--- config.mk ---
export PLATFORM = sky130hd
export DESIGN_NAME = mem_port_arbiter
export DESIGN_NICKNAME = d
export VERILOG_FILES = /design/src/rtl/mem_port_arbiter.sv
export SDC_FILE = /design/constraint.sdc
export NUM_CORES = 1
export LEC_CHECK = 0
export CORE_ASPECT_RATIO = 0.9
export CORE_MARGIN = 3
export CORE_UTILIZATION = 43
export DETAILED_ROUTE_END_ITERATION = 16
export PLACE_DENSITY_LB_ADDON = 0.12
export SYNTH_ARGS = -nofsm -noshare
export SYNTH_HDL_FRONTEND = slang
export SYNTH_SLANG_ARGS = --single-unit
--- constraint.sdc ---
create_clock -name i_clk -period 2.65 [get_ports i_clk]
set_input_delay 0.3975 -clock i_clk [delete_from_list [all_inputs] [get_ports i_clk]]
set_output_delay 0.3975 -clock i_clk [all_outputs]
set_load 0.005 [all_outputs]
--- src/rtl/mem_port_arbiter.sv ---
// mem_port_arbiter: serializes the two issue lanes' memory ops onto the single
// dcache port in program order (lane 0 first). A req/ack handshake drives the
// dcache, and stall holds the pipeline until the whole bundle has completed.
// Optional store-to-load forwarding is enabled by defining MEM_FWD_EN.
module mem_port_arbiter #(
    parameter int unsigned ADDR_W = 32,
    parameter int unsigned DATA_W = 32
) (
    input  logic              i_clk,
    input  logic              i_rst,
    input  logic              i_lane0_read_ena,
    input  logic              i_lane0_write_ena,
    input  logic [ADDR_W-1:0] i_lane0_addr,
    input  logic [DATA_W-1:0] i_lane0_write_data,
    input  logic              i_lane1_read_ena,
    input  logic              i_lane1_write_ena,
    input  logic [ADDR_W-1:0] i_lane1_addr,
    input  logic [DATA_W-1:0] i_lane1_write_data,
    output logic              o_stall,
    output logic [DATA_W-1:0] o_lane0_read_data,
    output logic [DATA_W-1:0] o_lane1_read_data,
    output logic              o_dc_req,
    output logic              o_dc_write,
    output logic [ADDR_W-1:0] o_dc_addr,
    output logic [DATA_W-1:0] o_dc_write_data,
    input  logic              i_dc_ack,
    input  logic [DATA_W-1:0] i_dc_read_data
);

    typedef enum logic [1:0] {StIdle, StReq0, StReq1, StDone} state_e;

    state_e              r_state, w_state_next;
    logic                r_dc_req, w_dc_req_next;
    logic                r_dc_write, w_dc_write_next;
    logic [ADDR_W-1:0]   r_dc_addr, w_dc_addr_next;
    logic [DATA_W-1:0]   r_dc_write_data, w_dc_write_data_next;
    logic [DATA_W-1:0]   r_rd0, w_rd0_next;
    logic [DATA_W-1:0]   r_rd1, w_rd1_next;

    logic w_l0_op, w_l1_op, w_fwd, w_stall;

    // A lane with both enables set is a store; the read is ignored.
    assign w_l0_op = i_lane0_read_ena | i_lane0_write_ena;
    assign w_l1_op = i_lane1_read_ena | i_lane1_write_ena;

`ifdef MEM_FWD_EN
    // Lane 1 loads the word lane 0 is storing: serve it from the store data.
    assign w_fwd = i_lane0_write_ena & i_lane1_read_ena & ~i_lane1_write_ena
                   & (i_lane0_addr == i_lane1_addr);
`else
    assign w_fwd = 1'b0;
`endif

    // Next-state, next request payload, read-data capture and stall.
    always_comb begin
        w_state_next         = r_state;
        w_dc_req_next        = r_dc_req;
        w_dc_write_next      = r_dc_write;
        w_dc_addr_next       = r_dc_addr;
        w_dc_write_data_next = r_dc_write_data;
        w_rd0_next           = r_rd0;
        w_rd1_next           = r_rd1;
        w_stall              = 1'b0;
        unique case (r_state)
            StIdle: begin
                if (w_l0_op) begin
                    w_stall              = 1'b1;
                    w_state_next         = StReq0;
                    w_dc_req_next        = 1'b1;
                    w_dc_write_next      = i_lane0_write_ena;
                    w_dc_addr_next       = i_lane0_addr;
                    w_dc_write_data_next = i_lane0_write_data;
                end else if (w_l1_op) begin
                    w_stall              = 1'b1;
                    w_state_next         = StReq1;
                    w_dc_req_next        = 1'b1;
                    w_dc_write_next      = i_lane1_write_ena;
                    w_dc_addr_next       = i_lane1_addr;
                    w_dc_write_data_next = i_lane1_write_data;
                end
            end
            StReq0: begin
                w_stall = 1'b1;
                if (i_dc_ack) begin
                    if (!r_dc_write) begin
                        w_rd0_next = i_dc_read_data;
                    end
                    if (w_fwd) begin
                        w_rd1_next    = i_lane0_write_data;
                        w_state_next  = StDone;
                        w_dc_req_next = 1'b0;
                    end else if (w_l1_op) begin
                        // dc_req stays high; only the payload switches lanes.
                        w_state_next         = StReq1;
                        w_dc_write_next      = i_lane1_write_ena;
                        w_dc_addr_next       = i_lane1_addr;
                        w_dc_write_data_next = i_lane1_write_data;
                    end else begin
                        w_state_next  = StDone;
                        w_dc_req_next = 1'b0;
                    end
                end
            end
            StReq1: begin
                w_stall = 1'b1;
                if (i_dc_ack) begin
                    if (!r_dc_write) begin
                        w_rd1_next = i_dc_read_data;
                    end
                    w_state_next  = StDone;
                    w_dc_req_next = 1'b0;
                end
            end
            StDone: begin
                // Bundle advances this cycle; its requests are not re-examined.
                w_state_next = StIdle;
            end
            default: begin
                w_state_next  = StIdle;
                w_dc_req_next = 1'b0;
            end
        endcase
    end

    // State and registered outputs; reset abandons any outstanding access.
    always_ff @(posedge i_clk) begin
        if (i_rst) begin
            r_state         <= StIdle;
            r_dc_req        <= 1'b0;
            r_dc_write      <= 1'b0;
            r_dc_addr       <= '0;
            r_dc_write_data <= '0;
            r_rd0           <= '0;
            r_rd1           <= '0;
        end else begin
            r_state         <= w_state_next;
            r_dc_req        <= w_dc_req_next;
            r_dc_write      <= w_dc_write_next;
            r_dc_addr       <= w_dc_addr_next;
            r_dc_write_data <= w_dc_write_data_next;
            r_rd0           <= w_rd0_next;
            r_rd1           <= w_rd1_next;
        end
    end

    assign o_stall           = w_stall;
    assign o_dc_req          = r_dc_req;
    assign o_dc_write        = r_dc_write;
    assign o_dc_addr         = r_dc_addr;
    assign o_dc_write_data   = r_dc_write_data;
    assign o_lane0_read_data = r_rd0;
    assign o_lane1_read_data = r_rd1;

endmodule

Yosys cells after proc, flatten, opt, wreduce, memory -nomap -nowiden --
Index checks and enable logic that the tools add are counted.
Word-level totals: bits in registers 132, logic and storage cells 53
Operators by class: mux-type cells 27, bitwise logic cells 3, equal/unequal tests 7, reduce and logical (&&, ||, !) cells 9
Operators by type and width (count):
- two-way mux 32 bit | 6
- case mux 32 bit (2 select lines) | 2
- two-way mux 1 bit | 11
- AND reduction 3 bit | 3
- two-way mux 2 bit | 4
- case mux 2 bit (4 select lines) | 1
- != test 2 bit (second input constant) | 3
- AND reduction 5 bit | 1
- == test 2 bit (second input constant) | 2
- case mux 1 bit (2 select lines) | 2
- != test 3 bit (second input constant) | 1
- case mux 1 bit (3 select lines) | 1
- nonzero test 3 bit | 1
- == test 2 x 1 -> 1 bit (second input constant) | 1
- zero test 2 bit | 1
- bitwise OR 1 bit | 2
- AND reduction 2 bit | 1
- nonzero test 2 bit | 1
- OR reduction 2 bit | 1
- inverter 1 bit | 1

Logic depth before layout (Yosys ltp) --
depth after elaboration 4, mapped depth 9, gate-level depth less buffers 6

Worst setup path before layout --
No wires, ideal clock.
path kind flip-flop to flip-flop, start register r_state[1], end register r_dc_addr[0] (netlist: o_dc_addr[0]), slack 891 ps, data arrival time 1612 ps, buffers on the path 3, setup time 147 ps, cell stages (with the launch flop) 10, path through dfxtp_1 > inv_1 > ha_1 > buf_4 > mux2_4 > a21boi_2 > buf_6 > buf_6 > nor2_1 > a211oi_2
Between the ends: word-level cells in the longest chain between the ends 3
RTL lines:
- start: declaration | line 32 | state_e r_state, w_state_next;
- start signal: assignment | line 128 | r_state <= StIdle;
- start signal: assignment | line 136 | r_state <= w_state_next;
- == test 2 x 1 -> 1 bit / zero test 2 bit (equally long branches) | line 64 | unique case (r_state)
- != test 2 bit (no source line) / nonzero test 2 bit (equally long branches)
- AND reduction 2 bit (no source line)
- end signal: assignment | line 139 | r_dc_addr <= w_dc_addr_next;
- end: declaration | line 35 | logic [ADDR_W-1:0] r_dc_addr, w_dc_addr_next;
Parallel ways exist; a longest one is shown, timed or not. A chain may end at the register's enable or synchronous reset.

Final worst setup path --
start register r_state[1], end output o_stall
Between the ends: word-level cells in the longest chain between the ends 3
RTL lines:
- == test 2 bit / == test 2 x 1 -> 1 bit (equally long branches) | line 64
- OR reduction 2 bit (no source line)
- case mux 1 bit (2 select lines) (*) | line 64
- end: declaration | line 19 | output logic o_stall,
Mark *: on every way between the ends. The rest lies on a longest branch, timed or not.

==> impl_metrics.py <==
metrics = {
    "sta": {
        "worst_slew_pin_slew_ns": 0.651,
        "max_freq_mhz": 431,
        "final_max_slew_viol_count": 0,
        "slew_headroom": 0.566,
        "rsz0062_at_grt": "no",
        "hold_viol_final": 0,
        "fin_crit_ns": 2.32,
        "fin_skew_ns": 0.00682,
        "hold_ws_ns": 0.451,
        "period_share": 0.876,
        "finalSetupViolCount": 0,
        "tns_ns": 0,
    },
    "routing": {
        "wire_per_inst_um": 17.1,
        "viasPerCell": 5.28,
        "drt_drc_violations_left": 0,
        "routed_wl_mm": 19.3,
        "antenna_left": 0,
        "drt-initial-drc-count": 332,
        "dr.pass1.iters": 5,
        "vias": 5953,
    },
    "logic_synthesis": {
        "yosysTopAreaCellShare": 0.455,
        "yosys_register_bits": 132,
        "synth-simple-area-share": 0.207,
        "synthCells": 686,
        "synth-adder-area-share": 0.0108,
        "ys_seq_area_frac": 0.455,
        "yosys_warnings": 0,
        "synth_top_area_cell": "dfxtp_1",
        "synth_compound_area_frac": 0.266,
        "ys_types": 28,
        "syn_area_um2": 5810,
        "synth_top_family_by_area": "compound AO/OA/AOI/OAI gates",
        "ys_top_cells_by_area": "dfxtp_1 45%, a211oi_2 13%, nand2_1 8.6%, or3_1 6.9%, a21oi_1 5.9%",
        "synthMuxAreaShare": 0.00258,
        "synth.avg_cell_area_um2": 8.47,
        "synth_nets": 858,
        "synth-xor-area-share": 0,
    },
    "cts": {
        "ctsHtreeMaxLevel": 4,
        "clk_latency_ns": 0.42,
        "cts.sinks": 132,
        "clockBufferDepth": 2,
        "cts_made_buffers": 17,
        "cts-root-buf": "clkbuf_16",
        "cts_resized": 0,
        "tritoncts": "done",
        "hold_buffers": 0,
        "post_cts_buffers": 0,
        "clk_pin_slew_ns": 0.05,
    },
    "worst_setup_path": {
        "slowest_stage": "clkdlybuf4s50_1",
        "r2r_start": "r_state[1]",
        "reg2reg_depth": 7,
        "start_kind": "register",
        "cp.arrival_ns": 1.92,
        "critPathTopFamily": "buffers and inverters",
        "r2r_end": "o_dc_addr[16]",
        "path_max_fanout": 4,
        "worstSetupPathType": "reg -> out",
        "slowest_delay_ns": 0.52,
        "crit_required_ns": 2.25,
        "crit_buf_inv": 2,
        "endpoint_kind": "output pin",
        "path_cells": "inv_1, ha_1, a21oi_1, nor2_1, clkdlybuf4s50_1",
        "r2r_setup_slack_ns": 0.45,
    },
    "worst_hold_path": {
        "worstHoldPathType": "reg -> reg",
        "hold_end": "o_lane0_read_data[15]",
        "min_path_cells": 2,
        "worstHoldStart": "o_lane0_read_data[15]",
    },
    "pwr": {
        "power_density_nw_per_um2": 1070,
        "ir_worst_vdd_mv": 0.704,
        "p_leak_nw": 3.32,
    },
    "placement": {
        "gp_congestion": 0.856,
        "dp_hpwl_mm": 14.0,
        "io_buffer_count": 297,
    },
    "cells_and_area": {
        "drive_gt1_frac": 0.114,
        "area_growth_pct": 62.3,
        "final_nets": 1124,
        "antennaDiodeCount": 0,
    },
    "global_routing": {
        "grt_antenna_before_repair": 0,
        "track_usage": 0.252,
        "first_global_vias": 5971,
        "grt_max_degree": 53,
        "gr-total-overflow": 0,
        "grt_pass1_wl_mm": 29.8,
    },
    "floorplan": {
        "core_area_um2": 12900,
        "initial_utilization": 0.449,
        "dieArea_um2": 14900,
        "rows": 39,
        "fp.dieW_um": 129,
        "io_pins": 298,
        "fp.dieH_um": 116,
    },
    "run": {
        "cap_violations": 0,
    },
    "status": {
        "status": "complete, no violations",
    },
}
-- worst reg2reg max path: stages (launching register included) --
cell and delay, ns:
dfxtp_1 0.34, inv_1 0.11, ha_1 0.38, mux2_4 0.44, a21boi_4 0.28, buf_4 0.27
nor2_1 0.09, a211oi_2 0.21
-- worst max path at each step --
stage,from,endpoint,slack (ns),cells after the start
global route,r_state[0],o_stall,0.21,5
global placement,i_lane0_write_ena,o_stall,0.43,6
CTS,r_state[1],o_stall,0.30,5
floorplan,r_state[1],o_dc_addr[0],0.89,9
detailed placement,i_lane0_write_ena,o_stall,0.41,6
finish,r_state[1],o_stall,0.33,5
-- power by group --
part           switching [mW]  leakage (nW)  internal [mW]
Sequential              0.336          1.08           2.63
Combinational            2.44          1.96           2.36
Clock                   0.836         0.279           1.52
Total                    3.62          3.32           6.51
-- placed cells by master, fill, tap and decap left out, drive strengths merged --
master and n:
clkbuf 23, nor2b 2, or3 64, mux2 1, a31oi 1, ha 5
bufinv 3, a211o 1, inv 3, dfxtp 132, nand3 1, clkinvlp 3
o21ai 66, clkinv 2, o21ba 3, nand2b 2, a311oi 2, clkdlybuf4s50 296
and2 2, nor2 68, nand2 133, a21oi 68, a21boi 2, o21bai 1
buf 16, a211oi 64
-- flip-flops by register name (all words and copies together) (netlist names) --
register,cells
r_state,2
o_lane1_read_data,32
o_dc_write_data,32
o_lane0_read_data,32
o_dc_write,1
o_dc_req,1
o_dc_addr,32
-- synthesized netlist by cell type --
cell and number:
ha_1 5, and2_1 2, or3_1 64, o21ai_0 66
inv_1 3, a21boi_2 1, buf_6 8, clkbuf_1 38
a31oi_1 1, a211oi_2 60, buf_1 1, a21boi_0 1
a211oi_1 4, nand3_1 1, nor2b_1 2, buf_2 15
o21bai_2 1, o21ba_2 3, nand2b_1 2, a211o_1 1
a21oi_1 68, nor2_1 67, nor2_2 1, dfxtp_1 132
mux2_4 1, nand2_1 133, a311oi_1 2, buf_4 3
-- per-stage QoR --
step	cell area (µm²)	utilization	power (mW)	std cells	setup slack [ns]
2_1_floorplan	5810	-	5.75	686	0.891
3_3_place_gp	8830	0.683	7.66	1097	0.426
3_5_place_dp	8830	0.683	7.82	1097	0.406
4_1_cts	9430	0.729	10.2	1128	0.304
5_1_grt	9430	0.729	10.8	1128	0.207
6_report	9430	0.729	10.1	1128	0.329
-- layout make-up --
type	instances	area, µm²
clock buffers	23	468
clock inverters	8	126
fillers	947	3500
inverters	3	11.3
multi-input cells	486	2840
flip-flops and latches	132	2640
well taps	164	205
repair buffers	312	3130
-- cells by family after synthesis --
kind of cell,count (synthesis)
AO/OA/AOI/OAI,208
adder cells (fa/ha/maj),5
AND/OR/NAND/NOR,272
flip-flops,132
buffers and inverters,68
multiplexers,1
-- metal layers --
metal	routed length, µm	global-route usage	vias to the layer above
met5	0	0	-
met4	740	0.126	0
met3	1680	0.0786	49
met2	9190	0.430	235
met1	7660	0.286	2777
li1	-	-	2892
Note: power is estimated with default switching activity, not from simulation.
